## config.mk

```make
export PLATFORM = sky130hd
export DESIGN_NAME = regfile_sb_flat
export DESIGN_NICKNAME = d
export VERILOG_FILES = /design/src/rtl/regfile_sb_if.sv /design/src/rtl/regfile_sb.sv /design/src/flat_wrapper.sv
export SDC_FILE = /design/constraint.sdc
export NUM_CORES = 1
export LEC_CHECK = 0
export BUFFER_PORTS_ARGS = -buffer_cell sky130_fd_sc_hd__buf_4
export CAP_MARGIN = 10
export CELL_PAD_IN_SITES_DETAIL_PLACEMENT = 1
export CELL_PAD_IN_SITES_GLOBAL_PLACEMENT = 1
export CORE_MARGIN = 2
export CORE_UTILIZATION = 35
export DETAILED_ROUTE_END_ITERATION = 8
export PLACE_DENSITY_LB_ADDON = 0.2
export REMOVE_ABC_BUFFERS = 1
export SLEW_MARGIN = 20
export SYNTH_ARGS = -nofsm -noshare
export SYNTH_HDL_FRONTEND = slang
export SYNTH_SLANG_ARGS = --single-unit
```

## constraint.sdc

```tcl
create_clock -name CLK -period 4.19 [get_ports CLK]
set_input_delay 0.2095 -clock CLK [delete_from_list [all_inputs] [get_ports CLK]]
set_output_delay 0.2095 -clock CLK [all_outputs]
set_load 0.005 [all_outputs]
```

## src/rtl/regfile_sb_if.sv

```systemverilog
// Bus bundle for regfile_sb: read ports, issue reservation, write-back and status.
// master drives addresses/strobes (pipeline side), slave is the register file.
interface regfile_sb_if #(
  parameter int DATA_W = 32,
  parameter int ADDR_W = 5,
  parameter int NUM_RD = 2
);
  logic [NUM_RD*ADDR_W-1:0] rd_addr;
  logic [NUM_RD*DATA_W-1:0] rd_data;
  logic [NUM_RD-1:0]        rd_busy;
  logic                     iss_valid;
  logic [ADDR_W-1:0]        iss_dst;
  logic                     wb_valid;
  logic [ADDR_W-1:0]        wb_addr;
  logic [DATA_W-1:0]        wb_data;
  logic                     ready;
  logic [ADDR_W:0]          pend_cnt;
  logic                     sb_err;

  modport master (
    output rd_addr, iss_valid, iss_dst, wb_valid, wb_addr, wb_data,
    input  rd_data, rd_busy, ready, pend_cnt, sb_err
  );

  modport slave (
    input  rd_addr, iss_valid, iss_dst, wb_valid, wb_addr, wb_data,
    output rd_data, rd_busy, ready, pend_cnt, sb_err
  );
endinterface

```

## src/rtl/regfile_sb.sv

```systemverilog
// Multi-read register file with pending-write scoreboard and post-reset clear sweep.
// Optional write-to-read forwarding is enabled by defining REGFILE_BYPASS_EN.
//
// state | meaning
// CLEAR | sweep writes 0 to reg[clr_ptr], traffic ignored, all ports busy
// RUN   | normal read / issue / write-back operation, ready=1
module regfile_sb #(
  parameter int DATA_W   = 32,
  parameter int ADDR_W   = 5,
  parameter int NUM_RD   = 2,
  parameter int ZERO_REG = 1
) (
  input  logic         CLK,
  input  logic         RST_N,
  regfile_sb_if.slave  bus
);
  localparam int DEPTH = 2**ADDR_W;
  localparam int CNT_W = ADDR_W + 1;

  typedef enum logic {CLEAR, RUN} state_t;

  state_t            state, state_nxt;
  logic [ADDR_W-1:0] clr_ptr, clr_ptr_nxt;
  logic              run;

  logic [DATA_W-1:0] regs [DEPTH];
  logic              mem_we;
  logic [ADDR_W-1:0] mem_waddr;
  logic [DATA_W-1:0] mem_wdata;

  logic [DEPTH-1:0]  sb;
  logic [CNT_W-1:0]  pend_cnt;
  logic              sb_err;
  logic              iss_set, wb_act, cnt_inc, cnt_dec;

  logic [DATA_W-1:0] rdat  [NUM_RD];
  logic              rbusy [NUM_RD];

  // Register 0 is excluded from storage and scoreboard when hardwired to zero.
  function automatic logic sbable(input logic [ADDR_W-1:0] a);
    return (ZERO_REG == 0) || (a != '0);
  endfunction

  always_ff @(posedge CLK) begin
    if (!RST_N) begin
      state   <= CLEAR;
      clr_ptr <= '0;
    end else begin
      state   <= state_nxt;
      clr_ptr <= clr_ptr_nxt;
    end
  end

  always_comb begin
    state_nxt   = state;
    clr_ptr_nxt = clr_ptr;
    case (state)
      CLEAR: begin
        clr_ptr_nxt = clr_ptr + ADDR_W'(1);
        if (clr_ptr == '1) state_nxt = RUN;
      end
      RUN:     state_nxt = RUN;
      default: state_nxt = CLEAR;
    endcase
  end

  assign run     = (state == RUN);
  assign iss_set = run && bus.iss_valid && sbable(bus.iss_dst);
  assign wb_act  = run && bus.wb_valid && sbable(bus.wb_addr);

  // Single write port shared by the clear sweep and write-back keeps the array RAM-mappable.
  always_comb begin
    mem_we    = 1'b0;
    mem_waddr = bus.wb_addr;
    mem_wdata = bus.wb_data;
    if (RST_N) begin
      if (!run) begin
        mem_we    = 1'b1;
        mem_waddr = clr_ptr;
        mem_wdata = '0;
      end else if (wb_act) begin
        mem_we    = 1'b1;
      end
    end
  end

  always_ff @(posedge CLK) begin
    if (mem_we) regs[mem_waddr] <= mem_wdata;
  end

  // A same-address issue keeps the bit set, so neither count direction applies.
  assign cnt_inc = iss_set && !sb[bus.iss_dst];
  assign cnt_dec = wb_act && sb[bus.wb_addr] && !(iss_set && (bus.iss_dst == bus.wb_addr));

  always_ff @(posedge CLK) begin
    if (!RST_N) begin
      sb       <= '0;
      pend_cnt <= '0;
      sb_err   <= 1'b0;
    end else begin
      if (wb_act) sb[bus.wb_addr] <= 1'b0;
      if (iss_set) sb[bus.iss_dst] <= 1'b1;
      pend_cnt <= pend_cnt + CNT_W'(cnt_inc) - CNT_W'(cnt_dec);
      if (wb_act && !sb[bus.wb_addr]) sb_err <= 1'b1;
    end
  end

  for (genvar k = 0; k < NUM_RD; k++) begin : g_rd
    logic [ADDR_W-1:0] ra;
    logic              zero_hit;
    assign ra       = bus.rd_addr[k*ADDR_W +: ADDR_W];
    assign zero_hit = (ZERO_REG != 0) && (ra == '0);
`ifdef REGFILE_BYPASS_EN
    logic fwd;
    assign fwd      = wb_act && (bus.wb_addr == ra);
    assign rdat[k]  = zero_hit ? '0 : (fwd ? bus.wb_data : regs[ra]);
    assign rbusy[k] = !run ? 1'b1 : (fwd ? (iss_set && (bus.iss_dst == ra)) : sb[ra]);
`else
    assign rdat[k]  = zero_hit ? '0 : regs[ra];
    assign rbusy[k] = !run ? 1'b1 : sb[ra];
`endif
  end

  always_comb begin
    bus.rd_data = '0;
    bus.rd_busy = '0;
    for (int k = 0; k < NUM_RD; k++) begin
      bus.rd_data[k*DATA_W +: DATA_W] = rdat[k];
      bus.rd_busy[k]                  = rbusy[k];
    end
  end

  assign bus.ready    = run;
  assign bus.pend_cnt = pend_cnt;
  assign bus.sb_err   = sb_err;
endmodule

```

## src/flat_wrapper.sv

```systemverilog
// flat-port wrapper written by rule: the top's interface ports become plain ports
module regfile_sb_flat 
#(
  parameter int DATA_W   = 32,
  parameter int ADDR_W   = 5,
  parameter int NUM_RD   = 2,
  parameter int ZERO_REG = 1
)
  (CLK, RST_N, bus_rd_addr, bus_iss_valid, bus_iss_dst, bus_wb_valid, bus_wb_addr, bus_wb_data, bus_rd_data, bus_rd_busy, bus_ready, bus_pend_cnt, bus_sb_err);
  regfile_sb_if #(.DATA_W(DATA_W), .ADDR_W(ADDR_W), .NUM_RD(NUM_RD)) bus_i ();
  input  logic CLK;
  input  logic RST_N;
  input wire logic [$bits(bus_i.rd_addr)-1:0] bus_rd_addr;
  input wire logic [$bits(bus_i.iss_valid)-1:0] bus_iss_valid;
  input wire logic [$bits(bus_i.iss_dst)-1:0] bus_iss_dst;
  input wire logic [$bits(bus_i.wb_valid)-1:0] bus_wb_valid;
  input wire logic [$bits(bus_i.wb_addr)-1:0] bus_wb_addr;
  input wire logic [$bits(bus_i.wb_data)-1:0] bus_wb_data;
  output wire logic [$bits(bus_i.rd_data)-1:0] bus_rd_data;
  output wire logic [$bits(bus_i.rd_busy)-1:0] bus_rd_busy;
  output wire logic [$bits(bus_i.ready)-1:0] bus_ready;
  output wire logic [$bits(bus_i.pend_cnt)-1:0] bus_pend_cnt;
  output wire logic [$bits(bus_i.sb_err)-1:0] bus_sb_err;
  assign bus_i.rd_addr = bus_rd_addr;
  assign bus_i.iss_valid = bus_iss_valid;
  assign bus_i.iss_dst = bus_iss_dst;
  assign bus_i.wb_valid = bus_wb_valid;
  assign bus_i.wb_addr = bus_wb_addr;
  assign bus_i.wb_data = bus_wb_data;
  assign bus_rd_data = bus_i.rd_data;
  assign bus_rd_busy = bus_i.rd_busy;
  assign bus_ready = bus_i.ready;
  assign bus_pend_cnt = bus_i.pend_cnt;
  assign bus_sb_err = bus_i.sb_err;
  regfile_sb #(.DATA_W(DATA_W), .ADDR_W(ADDR_W), .NUM_RD(NUM_RD), .ZERO_REG(ZERO_REG)) u_core (.CLK(CLK), .RST_N(RST_N), .bus(bus_i));
endmodule
```

==> results.ini, run 1 <==
[worst_setup_path]
critPathBufInv = 2
cp_max_fo = 32
cp-end-kind = flop
critPathKind = reg2reg
critPathMaxStageDelay_ns = 0.65
crit_path_top_delay_cell = buf_4
cp.arrival_ns = 3.64
cp-start-kind = flop
r2r-start = u_core.bus.ready
required_ns = 4.55
cp_top_family = simple AND/OR/NAND/NOR gates
path_cells = buf_4 > and2_1 > nand3_1 > nand2_1 > nand2_1 > nor2_4 > buf_4
worstSetupStartpoint = u_core.bus.ready

[power]
power_per_cell_area_nw_per_um2 = 411
vdd_drop_max_mv = 0.332
p_leak_nw = 18.5

[timing]
fin_tns_setup_ns = 0
period_needed_ns = 3.28
finalHoldWorstSlack_ns = 0.0887
max_freq_ghz = 0.305
finalHoldViolations = 0
finalClockSkew_ns = 0.0248
worst_pin_slew_ns = 1.14
setup_viol = 0
slew_headroom_pct = 24.0
period_share_pct = 78.3
finalWorstSetupSlack_ns = 0.907
slew_viol_final = 0
grt_setup_unrepaired = false

[clock_network]
cts_tree = done
cts_buffers = 116
post_cts_buffers = 0
cts-htree-levels = 3
cts_buffer_depth = 3
root_buffer = clkbuf_16
insertion_delay_ns = 0.75
cts_sinks = 1069
cts.clk_slew.worst_paths_ns = 0.06

[yosys]
synthArstFlopShare_pct = 0
synth-seq-cells = 1069
yosysSeqAreaShare_pct = 62.8
synth.avg_cell_area_um2 = 20.5
synth-edff-count = 1024
ys_warn_count = 0
netlist-cell-type-count = 48
netlist_instances = 2461
ys.flop_type = edfxtp_1
syn_area_um2 = 50400

[floorplanning]
pin_count = 130
start_util_pct = 35.2
rows = 139
fp.dieW_um = 383
die-area_um2 = 147000
coreArea_um2 = 143000
chipHeight_um = 383

[placed_design]
numPortBuffers = 129
placed_cells = 4434
dpl.hpwl_mm = 95.7
place.gp.congestion = 0.820
preCtsSetupSlack_ns = 0.695

[cells_and_area]
layout_commonest_cell = edfxtp_1
syn_to_final_growth_pct = 15.9
insertedDiodeCount = 0
drive_gt1_share_pct = 41.3
final_nets = 2729
layout_common_cells = edfxtp_1 (1024), mux4_2 (670), buf_4 (219)
nFillCells = 13600
final_cells = 4661

[drt]
drc = 0
wl_per_cell_um = 34.4
ant_nets = 0
via_per_inst = 5.94
drt_iter0_markers = 2706
num_vias = 27700
postRouteWirelength_mm = 160
firstDrtPassIters = 5

[global_route]
antenna_found_initial = 2
grt_max_degree = 54
groute.usage.overall_pct = 22.0
grt_pass1_vias = 30400
grt_pass1_wl_mm = 230
grt_overflow = 0

[job]
drv_cap = 0

[outcome]
status = completed

[hold_path]
worstHoldStart = bus_wb_valid
hp-class = in2reg

-- worst min-delay path: stages --
cell and delay [ns]:
buf_4 0.13, nand2_1 0.14, a21oi_1 0.10, nand2_1 0.07, o21ai_0 0.10
-- registers in the layout, summed over array words and instances, names as in the netlist --
signal / flops
u_core.bus.pend_cnt: 6
u_core.bus.ready: 1
u_core.bus.sb_err: 1
u_core.clr_ptr: 5
u_core.regs: 1024
u_core.sb: 32
-- metal layers --
metal	GRT usage (%)	wire length, um	vias up
li1	-	-	11000
met1	30.6	68100	15400
met2	36.3	79300	1026
met3	3.56	9340	217
met4	5.27	3740	0
met5	0	0	-
-- synth_stat cells (15+ instances only) --
master	number	share of area, %
a21oi_1	31	0.31
and2_1	35	0.43
buf_1	15	0.11
buf_2	51	0.51
buf_4	17	0.25
clkbuf_1	103	0.77
dfxtp_1	45	1.8
edfxtp_1	1024	61
inv_1	81	0.60
mux2i_1	20	0.40
mux4_2	670	30
nand2_1	108	0.80
nor2_1	56	0.42
o21ai_0	30	0.30
o21ai_1	65	0.65
-- repair_timing --
| item | in CTS | in global routing |
|---|---|---|
| endpoints found under the setup margin | 0 | 0 |
| endpoints found under the hold margin | 31 | 0 |
| gates resized for setup | 0 | 0 |
| hold buffers | 15 | 0 |
-- where the power goes --
group	total, mW	internal [mW]	switching, mW
clock	9.97	5.59	4.38
combinational	2.19	0.973	1.21
sequential	11.8	11.8	0.0392
-- metrics by stage --
stage / instance area, um^2 / utilization [%] / total power, mW
floorplan: 49500 / - / 13.1
global placement: 54600 / 38.1 / 14.2
detailed placement: 54600 / 38.1 / 14.3
CTS: 58400 / 40.7 / 24.2
global route: 58400 / 40.7 / 24.7
finish: 58400 / 40.7 / 24.0
-- area by class of cell --
type | count | area (um^2) | share of cell area (%)
Sequential cell | 1069 | 31700 | 54.2
Multi-Input combinational cell | 1118 | 17800 | 30.5
Clock buffer | 142 | 3050 | 5.23
Timing Repair Buffer | 276 | 2600 | 4.45
Tap cell | 1903 | 2380 | 4.08
Clock inverter | 70 | 574 | 0.984
Inverter | 83 | 312 | 0.534
-- path summary, 6_finish.rpt --
kind	end	slack, ns	depth (start not counted)
worst max-delay path	u_core.regs[19][17]	0.91	7
worst min-delay path	u_core.bus.sb_err	0.09	5
worst max register to register	u_core.regs[19][17]	0.91	7
worst min register to register	u_core.sb[12]	0.52	2
-- logic make-up (layout without fill, tap and decap cells) --
| group | Yosys count | count (layout) | share of synthesized area (%) |
|---|---|---|---|
| muxes | 691 | 691 | 30.4 |
| adders and majority gates | 9 | 9 | 0.238 |
| and+or+nand+nor | 251 | 251 | 2.29 |
| DFF | 1069 | 1069 | 62.8 |
| AOI/OAI and AO/OA | 156 | 156 | 1.72 |
| xor gates and xnor gates | 11 | 11 | 0.191 |
| buffers and inverters | 274 | 571 | 2.36 |
(Power assumes the default switching activity.)
==> run 2: changes to the inputs <==
--- a/config.mk
+++ b/config.mk
@@ -5,6 +5,7 @@
 export SDC_FILE = /design/constraint.sdc
 export NUM_CORES = 1
 export LEC_CHECK = 0
+export ABC_AREA = 1
 export BUFFER_PORTS_ARGS = -buffer_cell sky130_fd_sc_hd__buf_4
 export CAP_MARGIN = 10
 export CELL_PAD_IN_SITES_DETAIL_PLACEMENT = 1
==> constraint.sdc (replaced) <==
create_clock -name CLK -period 2.75 [get_ports CLK]
set_input_delay 0.1375 -clock CLK [delete_from_list [all_inputs] [get_ports CLK]]
set_output_delay 0.1375 -clock CLK [all_outputs]
set_load 0.005 [all_outputs]
==> run 2 against run 1 <==
Highest routed layer is now met5. Hold slack worse by 0.040 ns. Count of clock-buffer cells in the layout is 26 higher. Total power is 67% higher. Die area is 11% higher. Register-to-register slack worse by 0.68 ns. Sequential share of layout area is 6.1 points lower. Largest cell class unchanged.
==> results.ini, run 2 <==
[yosys]
ys_warn_count = 0
synth_area_leaders = edfxtp_1 (55%), nand2_1 (18%), nand3_1 (13%)
synth_top_area_share_pct = 55.0
synth-edff-count = 1024
netlist_instances = 6660
ys.flop_type = edfxtp_1
synth.avg_cell_area_um2 = 8.40
netlist-cell-type-count = 38
synthArstFlopShare_pct = 0
synth-seq-cells = 1069
yosysSeqAreaShare_pct = 56.6
synth_top_area_cell = edfxtp_1
synth_common_cells = nand2_1 (2737), nand3_1 (1434), edfxtp_1 (1024), nor2_1 (350), buf_2 (246)
syn_area_um2 = 55900
synth.most_common_cell = nand2_1

[worst_setup_path]
critPathBufInv = 6
path_cells = dlygate4sd3_1 > buf_4 > inv_1 > nand2_1 > dlygate4sd3_1 > nor2_2 > nand2_1 > dlygate4sd3_1 > a21oi_1 > dlygate4sd3_1
crit_top_cell = dlygate4sd3_1
critPathKind = in2reg
required_ns = 3.48
cp_max_fo = 10
cp-end-kind = flop
cp-start-kind = input pin
crit_path_top_delay_cell = dlygate4sd3_1
critPathMaxStageDelay_ns = 0.59
cp_top_family = buffers and inverters
cp.arrival_ns = 3.29

[cells_and_area]
largest_register_ffs = 1024
nFillCells = 18500
seq_area_um2 = 31700
drive_gt1_share_pct = 10.1
syn_to_final_growth_pct = 17.5
layout_common_cells = nand2_1 (2736), nand3_1 (1432), edfxtp_1 (1024)
top_register = u_core.regs
top_regs = u_core.regs x1024, u_core.sb x32, u_core.bus.pend_cnt x6
final_nets = 6856
multiInputGateArea_um2 = 21500
layout_commonest_cell = nand2_1

[timing]
grt_setup_unrepaired = false
max_freq_ghz = 0.390
slew_headroom_pct = 45.4
finalClockSkew_ns = 0.0268
worst_pin_slew_ns = 0.817
period_needed_ns = 2.56
slew_viol_final = 0
fin_tns_setup_ns = 0
finalHoldViolations = 0
setup_viol = 0
period_share_pct = 93.2

[clock_network]
post_cts_buffers = 0
cts_buffer_depth = 3
root_buffer = clkbuf_16
cts_sinks = 1069
cts-htree-levels = 4
cts_tree = done
cts.clk_slew.worst_paths_ns = 0.06
cts_buffers = 131
insertion_delay_ns = 0.78

[placed_design]
place.gp.congestion = 0.845
numPortBuffers = 129
dpl.hpwl_mm = 140

[drt]
wl_per_cell_um = 26.7
via_per_inst = 5.69
drc = 0
firstDrtPassIters = 5
postRouteWirelength_mm = 239
drt_iter0_markers = 4872
num_vias = 51000
ant_nets = 0

[power]
intPower_mw = 29.4
sequentialPowerShare_pct = 45.1
vdd_drop_max_mv = 0.498
p_leak_nw = 26.1
total_power_mw = 40.1
power_per_cell_area_nw_per_um2 = 610
swShare_pct = 26.7
p_clk_share_pct = 42.8
power_switching_mw = 10.7
combPwrFrac_pct = 12.1

[global_route]
groute.usage.overall_pct = 28.9
antenna_found_initial = 3
grt_overflow = 0
grt_pass1_wl_mm = 351
grt_max_degree = 99
grt_pass1_vias = 52900

[floorplanning]
start_util_pct = 35.3
pin_count = 130
rows = 146
chipHeight_um = 404
coreArea_um2 = 159000
fp.dieW_um = 404
die-area_um2 = 163000

[outcome]
status = completed

[hold_path]
hp-class = in2reg

[job]
drv_cap = 0

[run 2: cell families after synthesis]
kind of cell	count (synthesis)	synth area share, %
xor+xnor	6	0.0939
flops	1069	56.6
fa+ha+maj	9	0.215
simple gates	4558	34.0
buf+inv	636	5.66
compound gates	382	3.48
[run 2: timing repair]
item	4_1_cts	5_1_grt
endpoints found under the hold margin	696	0
resized for setup	1	13
cloned	0	0
setup endpoints to repair	1	3
hold buffers	44	0
[run 2: worst min-delay path: cells and delay by family]
kind	cells	cell delay [ns]
buffers and inverters	3	0.41
and+or+nand+nor	1	0.04
[run 2: worst paths after layout]
path                         start                 end  slack (ns)  cells past startpoint
setup / recovery    bus_iss_dst[0]        u_core.sb[2]        0.19                     10
hold reg to reg       u_core.sb[0]        u_core.sb[0]        0.46                      2
setup reg to reg  u_core.bus.ready   u_core.regs[7][2]        0.23                      9
hold / removal      bus_wb_data[9]  u_core.regs[22][9]        0.05                      4
[run 2: area by class of cell]
| class | instances | area share, % |
|---|---|---|
| antenna | 1 | 0.00381 |
| tap | 2072 | 3.94 |
| timing repair buffer | 475 | 7.93 |
| sequential | 1069 | 48.2 |
| clock inverter | 62 | 0.897 |
| multi-input combinational | 4955 | 32.6 |
| clock buffer | 168 | 5.39 |
| inverter | 159 | 1.02 |
[run 2: routing by layer]
layer	part of all wire (%)	wire, um	vias to the layer above	track usage [%]
li1	-	-	22700	-
met1	42	102000	25900	38.2
met2	47	113000	1861	47.8
met3	6.3	15000	489	4.11
met4	4.2	10000	2	11.8
met5	0.0050	12	-	0
[run 2: through the flow]
| step | area (um^2) | instances | setup slack [ns] | utilization (%) | hold WS [ns] |
|---|---|---|---|---|---|
| 3_3_place_gp | 61100 | 8687 | 0.0295 | 38.5 | 0.431 |
| 6_report | 65700 | 8961 | 0.188 | 41.4 | 0.0488 |
| 4_1_cts | 65700 | 8961 | 0.0594 | 41.4 | 0.00139 |
| 5_1_grt | 65700 | 8960 | 0.00332 | 41.4 | 0.0429 |
| 3_5_place_dp | 61100 | 8687 | 0.0222 | 38.6 | 0.439 |
| 2_1_floorplan | 53400 | 6183 | -2.38 | - | 0.231 |
[run 2: power by group through the flow]
stage	registers (mW)	logic, mW	clock network (mW)
6_report	18.1	4.86	17.2
5_1_grt	18.1	5.25	17.9
4_1_cts	18.1	4.84	17.4
3_5_place_dp	18.4	4.78	0
3_3_place_gp	18.4	4.72	0
2_1_floorplan	18.4	2.14	0
